### src/rtl/imm_pkg.sv
// Shared types and ImmSrc encodings for the immediate extender.
// IMM_EXT_MAX / IMM_TAG_MAX bound DATA_W (<=64) and TAG_W (<=32).
package imm_pkg;

  localparam logic [1:0] IMM_DP   = 2'b00;
  localparam logic [1:0] IMM_MEM  = 2'b01;
  localparam logic [1:0] IMM_BR   = 2'b10;
  localparam logic [1:0] IMM_HALF = 2'b11;

  localparam int IMM_EXT_MAX = 64;
  localparam int IMM_TAG_MAX = 32;

  typedef struct packed {
    logic [IMM_EXT_MAX-1:0] ext;
    logic                   carry;
    logic                   carry_valid;
    logic                   illegal;
    logic [IMM_TAG_MAX-1:0] tag;
  } imm_res_t;

endpackage

### src/rtl/imm_ext_core.sv
// Combinational Imm/ImmSrc to imm_res_t mapping.
// Macro IMM_HALFWORD_EN enables the LDRH/STRH split immediate on ImmSrc=11.
module imm_ext_core
  import imm_pkg::*;
#(
  parameter int TAG_W    = 8,
  parameter int BR_SHIFT = 2
) (
  input  logic [23:0]      imm,
  input  logic [1:0]       src,
  input  logic [TAG_W-1:0] tag,
  output imm_res_t         res
);

  logic [31:0] imm8_w;
  logic [31:0] rot_val;
  logic [4:0]  amt;
  logic [63:0] br_sx;

  assign imm8_w  = {24'b0, imm[7:0]};
  assign amt     = {imm[11:8], 1'b0};
  // A shift by 32 yields zero, so rot=0 leaves imm8 unchanged.
  assign rot_val = (imm8_w >> amt)
                 | (imm8_w << (6'd32 - {1'b0, amt}));
  assign br_sx   = {{40{imm[23]}}, imm} << BR_SHIFT;

  always_comb begin
    res     = '0;
    res.tag = IMM_TAG_MAX'(tag);
    unique case (1'b1)
      (src == IMM_DP): begin
        res.ext         = 64'(rot_val);
        res.carry_valid = |imm[11:8];
        res.carry       = (|imm[11:8]) & rot_val[31];
      end
      (src == IMM_MEM): res.ext = 64'(imm[11:0]);
      (src == IMM_BR):  res.ext = br_sx;
      (src == IMM_HALF): begin
`ifdef IMM_HALFWORD_EN
        res.ext = 64'({imm[11:8], imm[3:0]});
`else
        res.illegal = 1'b1;
`endif
      end
      default: ;
    endcase
  end

endmodule

### src/rtl/imm_ext_pipe.sv
// Registered immediate extender with a 2-entry skid buffer.
// Macro IMM_HALFWORD_EN selects the ImmSrc=11 halfword mode.
module imm_ext_pipe
  import imm_pkg::*;
#(
  parameter int DATA_W   = 32,
  parameter int TAG_W    = 8,
  parameter int BR_SHIFT = 2
) (
  input  logic              clk,
  input  logic              rst_n,
  input  logic              flush,
  input  logic              in_valid,
  output logic              in_ready,
  input  logic [23:0]       Imm,
  input  logic [1:0]        ImmSrc,
  input  logic [TAG_W-1:0]  in_tag,
  output logic              out_valid,
  input  logic              out_ready,
  output logic [DATA_W-1:0] ImmExt,
  output logic              ImmCarry,
  output logic              ImmCarryValid,
  output logic              ImmIllegal,
  output logic [TAG_W-1:0]  out_tag
);

  typedef struct packed {
    logic [DATA_W-1:0] ext;
    logic              c;
    logic              cv;
    logic              ill;
    logic [TAG_W-1:0]  tag;
  } ent_t;

  imm_res_t res;
  ent_t     in_ent;
  ent_t     main_q;
  ent_t     skid_q;
  logic     main_v;
  logic     skid_v;
  logic     acc;
  logic     unused_res;

  imm_ext_core #(
    .TAG_W    (TAG_W),
    .BR_SHIFT (BR_SHIFT)
  ) u_core (
    .imm (Imm),
    .src (ImmSrc),
    .tag (in_tag),
    .res (res)
  );

  always_comb begin
    in_ent     = '0;
    in_ent.ext = res.ext[DATA_W-1:0];
    in_ent.c   = res.carry;
    in_ent.cv  = res.carry_valid;
    in_ent.ill = res.illegal;
    in_ent.tag = res.tag[TAG_W-1:0];
  end

  assign unused_res = ^{res.ext, res.tag};

  assign in_ready = !skid_v;
  assign acc      = in_valid && in_ready;

  always_ff @(posedge clk or negedge rst_n) begin
    if (!rst_n) begin
      main_v <= 1'b0;
      skid_v <= 1'b0;
      main_q <= '0;
      skid_q <= '0;
    end else if (flush) begin
      main_v <= 1'b0;
      skid_v <= 1'b0;
    end else if (!main_v || out_ready) begin
      // Skid only holds data while in_ready is low, so no accept here.
      if (skid_v) begin
        main_q <= skid_q;
        main_v <= 1'b1;
        skid_v <= 1'b0;
      end else begin
        main_v <= acc;
        if (acc) main_q <= in_ent;
      end
    end else if (acc) begin
      skid_q <= in_ent;
      skid_v <= 1'b1;
    end
  end

  assign out_valid     = main_v;
  assign ImmExt        = main_q.ext;
  assign ImmCarry      = main_q.c;
  assign ImmCarryValid = main_q.cv;
  assign ImmIllegal    = main_q.ill;
  assign out_tag       = main_q.tag;

endmodule

### config.mk
export PLATFORM = sky130hd
export DESIGN_NAME = imm_ext_pipe
export DESIGN_NICKNAME = d
export VERILOG_FILES = /design/src/rtl/imm_pkg.sv /design/src/rtl/imm_ext_core.sv /design/src/rtl/imm_ext_pipe.sv
export SDC_FILE = /design/constraint.sdc
export NUM_CORES = 1
export LEC_CHECK = 0
export BUFFER_PORTS_ARGS = -buffer_cell sky130_fd_sc_hd__buf_2
export CAP_MARGIN = 20
export CORE_UTILIZATION = 35
export DETAILED_ROUTE_END_ITERATION = 8
export SLEW_MARGIN = 5
export SYNTH_ARGS = -nofsm -noshare
export SYNTH_HDL_FRONTEND = slang
export SYNTH_SLANG_ARGS = --single-unit
export TNS_END_PERCENT = 5
### constraint.sdc
create_clock -name clk -period 3.58 [get_ports clk]
set_clock_uncertainty 0.15 [all_clocks]
set_input_delay 0.716 -clock clk [delete_from_list [all_inputs] [get_ports clk]]
set_output_delay 0.716 -clock clk [all_outputs]
set_load 0.01 [all_outputs]
==> summary.md <==
| Metric | Value |
|---|---|
| Worst reg2reg setup slack | `1.41 ns` |
| Critical Path RT | `3.70 ns` |
| Violation count after the first detailed-routing iteration | `~370` |
| N_diodes | `0` |
| Internal power | `approximately 1.9 mW` |
| CTS sink count | `88` |
| Drt wl/cell | `approximately 19 µm` |
| Share of layout cells above drive strength 1 | `0.220` |
| Die Y | `118 µm` |
| Total gr overflow | `0` |
| Worst Slack Setup Final | `0.755 ns` |
| Setup TNS | `0 ns` |
| Number of global-route vias before repair | `roughly 4100` |
| Maximum achievable frequency | `about 0.35 GHz` |
| CP arrival | `2.94 ns` |
| Distinct cell type count after synthesis | `60` |
| CTS tree | `built` |
| # DRC | `0` |
| Post-CTS Resized | `0` |
| Pleak | `approximately 2.5 nW` |
| Hpwl dp | `9.93 mm` |
| Power Total | `approximately 2.7 mW` |
| Sw frac | `0.301` |
| Area leader, netlist | `dfrtp_1` |
| Die Wd | `118 µm` |
| Core region area | `between 10000 and 15000 µm²` |
| Avg Inst Size Synth | `roughly 8.9 µm²` |
| Worst slack, placed | `between 0.3 and 0.4 ns` |
| Final setup vio count | `0` |
| Filler cells | `between 1000 and 1500` |
| Clock transition at path regs | `about 0.060 ns` |
| Number of synthesized register bits | `88` |
| Clock buffer count from CTS | `9` |
| Routed WL | `approximately 14 mm` |
| Routability Congestion | `between 0.8 and 0.9` |
| Post-layout instance area | `about 5600 µm²` |
| Non-filler instance count after layout | `between 700 and 800` |
| Maximum vdd drop | `0.240 mV` |
| Pwr dens | `484 nW/µm²` |
| Starting density of the core | `0.365` |
| Post-Syn Nets | `~570` |
| Synth warn | `0` |
| Critical path fanouts, max | `10` |
| Root Buffer | `clkbuf_16` |
| Worst Tran Pin Value | `between 0.7 and 0.8 ns` |
| NumNets Final | `630` |
| RSZ-0062 raised after global routing | `false` |
| NetSw | `just over 0.8 mW` |
| CTS hold repair buffers | `0` |
| Clk Latency, worst-skew pair | `approximately 0.35 ns` |
| First-pass GRT wire length | `roughly 23 mm` |
| Minimum clock period | `around 2.8 ns` |
| Drt first pass iters | `6` |
| Max-cap violations | `0` |
| Worst r2r path cells | `5` |
| Fin. Hold Viols | `0` |
| Syn Inst Count | `between 500 and 600` |
| Max H-tree Level | `3` |
| Die Area | `about 14000 µm²` |
| Final core utilization | `0.433` |
| Area contributors post-synth | `dfrtp_1 47%, nand2_1 7.7%, o21ai_0 5.2%` |
| Setup Crit Path Kind | `input port to flop` |
| Post-synth top flop | `dfrtp_1` |
| Reg area | `~2200 µm²` |
| Vias/cell | `around 5.5` |
| IO Count | `between 80 and 90` |
| Min Hold Slack | `0.0937 ns` |
| Register area share after synthesis | `0.469` |
| Yosys top cell area share | `0.469` |
| Synth Cell Area | `approximately 4700 µm²` |
| Overall Global Routing Usage | `0.213` |
| Layout overhead on the synthesized area | `18.5%` |
| Status | `finished, final reports clean` |
| Via count | `4223` |
| Post-route ant nets | `0` |
| IO Port Bufs | `83` |
| Crit start category | `input port` |
| Post-synth EDFFs | `0` |
| Worst setup EP type | `flop` |
| Clock power frac | `0.338` |
| Hold Path Class | `input port to async pin` |
| Longest Clk Path Bufs | `2` |
| Fin. max-slew vios | `0` |
| Flop pwr share | `0.459` |
| Placed cell count | `750` |
| Largest net degree at the start of global routing | `between 80 and 90` |
| Most common cell after layout, fill and taps aside | `nand2_1` |
| Gate power share | `0.203` |
| Relative slew slack | `0.512` |
| Post-CTS Setup Repair Bufs | `0` |
| Commonest cells after routing, fill and taps aside | `97 x nand2_1, 88 x dfrtp_1, 82 x buf_2` |
| Final worst-path cycle share | `0.789` |
| Area of the multi-input gates | `between 2000 and 2500 µm²` |
| Num rows | `41` |
| Placed Instance Area | `~5300 µm²` |
| Antenna violations before repair | `0` |
| Post-synth ARST share | `1.00` |
==> layer usage <==
metal / track usage / routed length [µm]
met1: 0.291 / 6730
met2: 0.325 / 6530
met3: 0.0683 / 870
met4: 0.0505 / 177
met5: 0 / 0
==> power by group through the flow <==
stage / Sequential [mW] / Clock, mW / Combinational, mW
3_5_place_dp: 1.25 / 0 / 0.546
2_1_floorplan: 1.27 / 0 / 0.293
5_1_grt: 1.25 / 0.975 / 0.610
3_3_place_gp: 1.25 / 0 / 0.537
4_1_cts: 1.24 / 0.934 / 0.547
6_report: 1.24 / 0.911 / 0.548
==> Yosys cell counts (all sizes together), types with 6 or more instances <==
library cell	instances
nand2	97
dfrtp	88
o21ai	51
clkbuf	34
nor2	32
a21oi	31
nor3	16
mux2i	15
a22o	13
and3	11
mux2	11
o31ai	11
a31oi	10
a22oi	9
a211oi	8
nand3	8
buf	7
nor2b	7
o22ai	6
==> kinds of logic (layout without fill, tap and decap cells) <==
logic type                 Yosys count  in the layout  share of synthesized area
xor gates and xnor gates             2              2                    0.00373
muxes                               26             26                     0.0583
and+or+nand+nor                    193            193                      0.189
buffers and inverters               45            115                     0.0391
DFF                                 88             88                      0.469
AOI/OAI and AO/OA                  170            170                      0.238
adders and majority gates            1              1                    0.00266
==> final timing paths <==
path	endpoint	start
worst max-delay path	ImmExt[19]	Imm[8]
worst min-delay path	skid_v	rst_n
worst min register to register	skid_q[19]	skid_q[19]
worst max register to register	out_tag[5]	out_valid
min in group clk	skid_q[19]	skid_q[19]
max in group asynchronous	skid_q[16]	rst_n
==> worst max-delay path, cell delays in order <==
cell	delay, ns
buf_2	0.09
clkinv_1	0.08
ha_1	0.44
or3_1	0.43
a2111oi_0	0.52
buf_4	0.21
a32o_1	0.19
a211oi_1	0.06
o21ai_0	0.19
==> sequential cells by signal, indices dropped and copies added (netlist names) <==
register,count
ImmIllegal,1
ImmExt,32
skid_v,1
out_valid,1
ImmCarryValid,1
out_tag,8
skid_q,43
ImmCarry,1
==> layout make-up <==
cell class,count,share of cell area
multi-input combinational,392,0.417
sequential,88,0.395
timing repair buffer,95,0.0948
clock buffer,13,0.0467
tap,172,0.0386
clock inverter,3,0.00449
inverter,4,0.00270
No activity file was read; power rests on OpenSTA's default activity.
